[config.mk]
export PLATFORM = sky130hd
export DESIGN_NAME = vga_sync_ctrl
export DESIGN_NICKNAME = d
export VERILOG_FILES = /design/src/rtl/vga_sync_ctrl.sv
export SDC_FILE = /design/constraint.sdc
export NUM_CORES = 1
export LEC_CHECK = 0
export BUFFER_PORTS_ARGS = -buffer_cell sky130_fd_sc_hd__buf_2
export CORE_MARGIN = 4
export CORE_UTILIZATION = 50
export DETAILED_ROUTE_END_ITERATION = 8
export PLACE_DENSITY = 0.71
export RECOVER_POWER = 100
export SLEW_MARGIN = 10
export SYNTH_ARGS = -nofsm -noshare
export SYNTH_HDL_FRONTEND = slang
export SYNTH_SLANG_ARGS = --single-unit
[constraint.sdc]
create_clock -name clk -period 8.6 [get_ports clk]
set_clock_uncertainty 0.2 [all_clocks]
set_input_delay 0 -clock clk [delete_from_list [all_inputs] [get_ports clk]]
set_output_delay 0 -clock clk [all_outputs]
set_load 0.005 [all_outputs]
[src/rtl/vga_sync_ctrl.sv]
// VGA scan-counter and sync generator for the pong display, stepped by the 25 MHz pixel enable.
// Define VGA_FRAME_TICK_EN to build the frame-wrap strobe; otherwise frame_tick is tied low.
module vga_sync_ctrl #(
    parameter int H_ACTIVE = 640,
    parameter int H_FP     = 16,
    parameter int H_SYNC   = 96,
    parameter int H_BP     = 48,
    parameter int V_ACTIVE = 480,
    parameter int V_FP     = 10,
    parameter int V_SYNC   = 2,
    parameter int V_BP     = 33
) (
    input  logic       clk,
    input  logic       rst,
    input  logic       pix_en,
    output logic [9:0] hcount,
    output logic [9:0] vcount,
    output logic       hsync,
    output logic       vsync,
    output logic       video_on,
    output logic       line_tick,
    output logic       frame_tick
);

    localparam int H_TOTAL = H_ACTIVE + H_FP + H_SYNC + H_BP;
    localparam int V_TOTAL = V_ACTIVE + V_FP + V_SYNC + V_BP;

    localparam logic [9:0] H_LAST  = 10'(H_TOTAL - 1);
    localparam logic [9:0] H_FP_AT = 10'(H_ACTIVE);
    localparam logic [9:0] H_SY_AT = 10'(H_ACTIVE + H_FP);
    localparam logic [9:0] H_BP_AT = 10'(H_ACTIVE + H_FP + H_SYNC);

    localparam logic [9:0] V_LAST  = 10'(V_TOTAL - 1);
    localparam logic [9:0] V_FP_AT = 10'(V_ACTIVE);
    localparam logic [9:0] V_SY_AT = 10'(V_ACTIVE + V_FP);
    localparam logic [9:0] V_BP_AT = 10'(V_ACTIVE + V_FP + V_SYNC);

    typedef enum logic [1:0] {
        PH_ACTIVE,
        PH_FP,
        PH_SYNC,
        PH_BP
    } phase_e;

    logic [9:0] h_q, h_d;
    logic [9:0] v_q, v_d;
    phase_e     hst_q, hst_d;
    phase_e     vst_q, vst_d;
    logic       hsync_q, hsync_d;
    logic       vsync_q, vsync_d;
    logic       von_q, von_d;
    logic       line_q, line_d;
    logic       h_wrap;

    // Scan counters
    always_comb begin
        h_d    = h_q;
        v_d    = v_q;
        h_wrap = 1'b0;
        if (pix_en) begin
            if (h_q == H_LAST) begin
                h_d    = '0;
                h_wrap = 1'b1;
                v_d    = (v_q == V_LAST) ? '0 : v_q + 10'd1;
            end else begin
                h_d = h_q + 10'd1;
            end
        end
    end

    // Phase FSMs step on the next-state count so decodes line up with it
    always_comb begin
        hst_d = hst_q;
        if (pix_en) begin
            unique case (hst_q)
                PH_ACTIVE: if (h_d == H_FP_AT) hst_d = PH_FP;
                PH_FP:     if (h_d == H_SY_AT) hst_d = PH_SYNC;
                PH_SYNC:   if (h_d == H_BP_AT) hst_d = PH_BP;
                PH_BP:     if (h_d == '0)      hst_d = PH_ACTIVE;
                default:   hst_d = PH_ACTIVE;
            endcase
        end
    end

    always_comb begin
        vst_d = vst_q;
        if (h_wrap) begin
            unique case (vst_q)
                PH_ACTIVE: if (v_d == V_FP_AT) vst_d = PH_FP;
                PH_FP:     if (v_d == V_SY_AT) vst_d = PH_SYNC;
                PH_SYNC:   if (v_d == V_BP_AT) vst_d = PH_BP;
                PH_BP:     if (v_d == '0)      vst_d = PH_ACTIVE;
                default:   vst_d = PH_ACTIVE;
            endcase
        end
    end

    always_comb begin
        hsync_d = (hst_d != PH_SYNC);
        vsync_d = (vst_d != PH_SYNC);
        von_d   = (hst_d == PH_ACTIVE) && (vst_d == PH_ACTIVE);
        line_d  = h_wrap;
    end

    always_ff @(posedge clk) begin
        if (!rst) begin
            h_q     <= '0;
            v_q     <= '0;
            hst_q   <= PH_ACTIVE;
            vst_q   <= PH_ACTIVE;
            hsync_q <= 1'b1;
            vsync_q <= 1'b1;
            von_q   <= 1'b1;
            line_q  <= 1'b0;
        end else begin
            h_q     <= h_d;
            v_q     <= v_d;
            hst_q   <= hst_d;
            vst_q   <= vst_d;
            hsync_q <= hsync_d;
            vsync_q <= vsync_d;
            von_q   <= von_d;
            line_q  <= line_d;
        end
    end

`ifdef VGA_FRAME_TICK_EN
    logic frame_q, frame_d;

    assign frame_d = h_wrap && (v_q == V_LAST);

    always_ff @(posedge clk) begin
        if (!rst) begin
            frame_q <= 1'b0;
        end else begin
            frame_q <= frame_d;
        end
    end

    assign frame_tick = frame_q;
`else
    assign frame_tick = 1'b0;
`endif

    assign hcount    = h_q;
    assign vcount    = v_q;
    assign hsync     = hsync_q;
    assign vsync     = vsync_q;
    assign video_on  = von_q;
    assign line_tick = line_q;

endmodule

### Yosys cells after proc, flatten, opt, wreduce, memory -nomap -nowiden

Cells that the tools add are included.

* bits of input ports: 3
* register bits: 28
* logic and storage cells: 52
* output and inout bits: 25

* muxes and demuxes: 19
* eq/ne operators: 16
* reductions and logical operators: 7
* add/sub/neg operators: 2

Operators with widths (number)
* $eq 10x10->1 const B: 5
* $mux 10: 5
* $eq 10x9->1 const B: 3
* $add 10x1->10 const B: 2
* $logic_not 10->1: 2
* $mux 2: 10
* $pmux 2 s4: 2
* $eq 2x2->1 const B: 4
* $logic_not 2->1: 4
* $eq 2x1->1 const B: 2
* $ne 2x2->1 const B: 2
* $mux 1: 2
* $logic_and 1x1->1: 1

### Longest topological paths before layout

* depth after elaboration: 10
* gate-level depth with buffers: 10
* depth with buffers taken out: 10

### Worst setup path before layout

Ideal clock, no wire load.

* kind: register to register
* start: reg h_q[1] (netlist: hcount[1])
* end: reg von_q (netlist: video_on)
* period minus slack after synthesis: 2.916 ns
* cell stages (with the launch flop): 11
* setup slack: 5.684 ns
* data arrival time: 2.600 ns
* required time: 8.284 ns
* buffers on the path: 1
* library setup time: 0.116 ns
* path through: dfxtp_1 ha_1 nand4_2 or4_4 buf_6 o21a_1 o22ai_1 nor4b_4 a211o_2 o211a_1 a41o_1

* word-level cells in the longest chain between the ends: 9
* elaborated cells on any way between the ends: 31
* those cells by class: 1 x add/sub; 7 x eq/ne; 18 x mux; 5 x reduce/logical

Ends and longest elaborated chain
* from (decl): line 45 `logic [9:0] h_q, h_d;`
* from (signal assigned): line 107 `h_q <= '0;`
* from (signal assigned): line 116 `h_q <= h_d;`
* $add 10x1->10 or $eq 10x10->1 (tied branches): line 66, 61
* $mux 10: line 61 `if (h_q == H_LAST) begin`
* $mux 10: line 60 `if (pix_en) begin`
* $eq 10x10->1 (tied with other cells): line 78 `PH_SYNC: if (h_d == H_BP_AT) hst_d = PH_BP;`
* $mux 2 (tied with other cells): line 78
* $pmux 2 s4 (on tied branches): line 75, 88
* $mux 2 (on tied branches): line 74, 87
* $logic_not 2->1: line 101 `von_d = (hst_d == PH_ACTIVE) && (vst_d == PH_ACTIVE);`
* $logic_and 1x1->1 *: line 101
* to (signal assigned): line 122 `von_q <= von_d;`
* to (decl): line 51 `logic von_q, von_d;`

Mark *: on every way between the ends. The rest lies on a longest branch, timed or not.
A chain may end at the register's enable or synchronous reset.

### Worst setup path in the final report

* start: reg h_q[0] (netlist: hcount[0])
* end: reg von_q (netlist: video_on)

The elaborated chain is that of the path after synthesis.

==> impl_results.md <==
- Critical Path RT: 8.63 ns
- Synthesized Nets: 248
- DRC: 0
- Fill cell count: 377
- Drt total wl: 4573 microns
- Iteration count of the initial detailed-routing pass: 4
- Netlist cell types: 69
- Core area: 3771 sq um
- Final setup violation count: 0
- Clock Tree Buf Depth: 2
- Crit path max fanout: 15
- Post-route setup TNS: 0 ns
- Share of cells above drive strength 1: 0.1142
- Hold Fails Final Rpt: 0
- Final hold slack: 0.3286 ns
- #FFs+latches synth: 28
- Synthesis Warnings: 0
- Startpoint types: flip-flop
- I/O Buffers: 26
- Mapped cell area: 2011 sq um
- Min-delay worst type: in2reg
- Crit path DAT: 3.84 ns
- Nets: 261
- Post-CTS Setup Bufs: 0
- H-tree levels: 1
- Crit end category: flip-flop
- Die height: 71.42 microns
- Power per cell area: 126.4 nW/um^2
- Peak supply drop: 59.71 uV
- Crit share post-route: 0.4436
- Status: finished, final reports clean
- Worst Tran Pin Value: 0.6566 ns
- Slew HR: 0.5589
- PostCTS Resize Cnt: 0
- Vias in the first global route: 1593
- FFs w/ async S/R, synth: 0
- Cells after Synth: 242
- Die Wd: 71.42 microns
- Total track usage: 0.1839
- Antenna Cells: 0
- Min Tclk post-route: 3.815 ns
- RePlAce Congestion: 0.8995
- Row cnt: 22
- Total vias in the final route: 1802
- # IOs: 28
- Die area: 5100 sq um
- Clk slew on worst S/H paths: 0.10 ns
- Largest net degree at the start of global routing: 20
- Main flop type after synthesis: dfxtp_1
- Worst skew pair latency: 0.28 ns
- Number of CTS-inserted buffers: 3
- Post-synthesis sequential area ratio: 0.2788
- Detail Placement HPWL: 3407 microns
- GR Overflow Total: 0
- DRT iter0 DRCs: 266
- Static Leak: 0.7130 nW
- Vias per cell: 5.967
- RSZ-0062 raised after global routing: no
- Initial core utilization: 0.5332
- Fmax: 262.1 MHz
- Initial antenna violation count: 0
- CTS tree: yes
- Area grow syn2layout: 2.178%
- Final ANT Viol Nets: 0
- First-pass GRT wire length: 7679 microns
- Mean Syn Cell Area: 8.309 sq um
- FF/Latch Area: 560.5 sq um
- Max Cap Viol: 0
- Clk Tree Root Cell: clkbuf_8
- Final slew viol count: 0
- Multi-input gate area: 1210 sq um
- EDFF count, synth: 0
- CTS sink count: 28
- Setup CP Type: reg2reg
- Avg WL per Cell: 15.14 microns
==> where the power goes <==
part / total (mW) / internal (mW) / switching (mW) / leakage, nW
logic: 0.0183 / 0.00827 / 0.0100 / 0.451
registers: 0.136 / 0.132 / 0.00369 / 0.226
clock network: 0.106 / 0.0624 / 0.0433 / 0.0357
==> Yosys cell counts, drive strengths merged (2+ instances only) <==
master,number,area (sq um)
nor4,3,18.77
xnor2,7,61.31
o21ai,7,35.03
a211o,2,18.77
mux2i,3,30.03
a32oi,2,17.52
a21oi,10,50.05
dfxtp,28,560.5
nor2,33,123.9
xor2,5,43.79
or2,4,25.03
nand2,20,75.07
a21o,4,30.03
a22oi,2,15.01
nand3b,3,22.52
nand4,8,56.30
inv,4,15.01
a22o,2,17.52
clkbuf,9,55.05
a31oi,3,18.77
nand2b,2,12.51
o211ai,4,30.03
nand3,9,50.05
nor3,9,50.05
o21a,3,22.52
and2,5,31.28
or4,2,18.77
or3,5,32.53
buf,10,90.09
nor4bb,2,20.02
nor4b,3,53.80
ha,3,37.54
o2111ai,4,35.03
==> path summary, 6_finish.rpt <==
path,to,start,slack (ns),depth (start not counted)
worst max-delay path,video_on$_SDFF_PN1_,hcount[0]$_SDFF_PN0_,4.79,8
worst min-delay path,hcount[7]$_SDFF_PN0_,rst,0.33,3
worst max register to register,video_on$_SDFF_PN1_,hcount[0]$_SDFF_PN0_,4.79,8
worst min register to register,vcount[0]$_SDFF_PN0_,vcount[0]$_SDFF_PN0_,0.41,2
==> through the flow <==
| step | area, sq um | std cells | setup slack, ns | utilization | power [mW] |
|---|---|---|---|---|---|
| 6_report | 2054 | 302 | 4.785 | 0.5448 | 0.2596 |
| 5_1_grt | 2054 | 302 | 4.452 | 0.5448 | 0.2683 |
| 4_1_cts | 2115 | 302 | 5.210 | 0.5607 | 0.2626 |
| 3_5_place_dp | 2023 | 296 | 5.214 | 0.5365 | 0.1568 |
| 3_3_place_gp | 2023 | 296 | 5.246 | 0.5365 | 0.1567 |
| 2_1_floorplan | 2011 | 242 | 5.684 | - | 0.1523 |
==> logic make-up after synthesis <==
group,count (synthesis),synth area share
and+or+nand+nor,115,0.3304
AOI/OAI and AO/OA,54,0.1998
DFF,28,0.2788
buffers and inverters,25,0.09769
xor gates and xnor gates,12,0.05227
muxes,4,0.02054
adders and majority gates,3,0.01867
other,1,0.001865
==> layer usage <==
| layer | share of wire | track usage | vias to the layer above | routed length, microns |
|---|---|---|---|---|
| li1 | - | - | 911 | - |
| met2 | 0.44 | 0.2755 | 61 | 2001 |
| met1 | 0.49 | 0.2778 | 826 | 2226 |
| met5 | 0 | 0 | - | 0 |
| met4 | 0.0077 | 0.03967 | 0 | 35 |
| met3 | 0.068 | 0.02525 | 4 | 309 |
==> what timing repair did <==
item / 4_1_cts / 5_1_grt
endpoints found under the hold margin: 7 / 0
endpoints found under the setup margin: 0 / 0
hold buffers: 2 / 0
==> layout make-up <==
cell class                 count  area share
clock buffer                   3     0.02010
clock inverter                 1     0.01462
inverter                       5    0.009135
multi-input combinational    189      0.5889
sequential                    28      0.2728
tap                           48     0.02923
timing repair buffer          28     0.06516
==> worst max-delay path: stages, from the launching register on <==
cell and delay [ns]:
dfxtp_1 0.49, ha_1 0.29, nand4_1 0.43, or3_1 0.75
o221a_2 0.24, nor4b_1 0.42, nand2_1 0.12, o311ai_0 0.57
a41o_1 0.24
==> layout by cell type (no fill, tap or decap), drive strengths merged, types with 4 or more instances in the layout <==
cell and count:
or3 5, o2111ai 4, dfxtp 28, xnor2 7, nand2 20, clkbuf 15
nor2 33, o21ai 7, nand4 8, a21o 4, a21oi 10, nor3 9
xor2 5, buf 14, and2 5, o211ai 4, inv 4, or2 4
nand3 9
==> sequential cells by signal (all words and copies together), names as in the netlist <==
signal	count
line_tick	1
hst_q	2
video_on	1
vcount	10
vst_q	2
vsync	1
hsync	1
hcount	10
No activity file was read; power rests on OpenSTA's default activity.
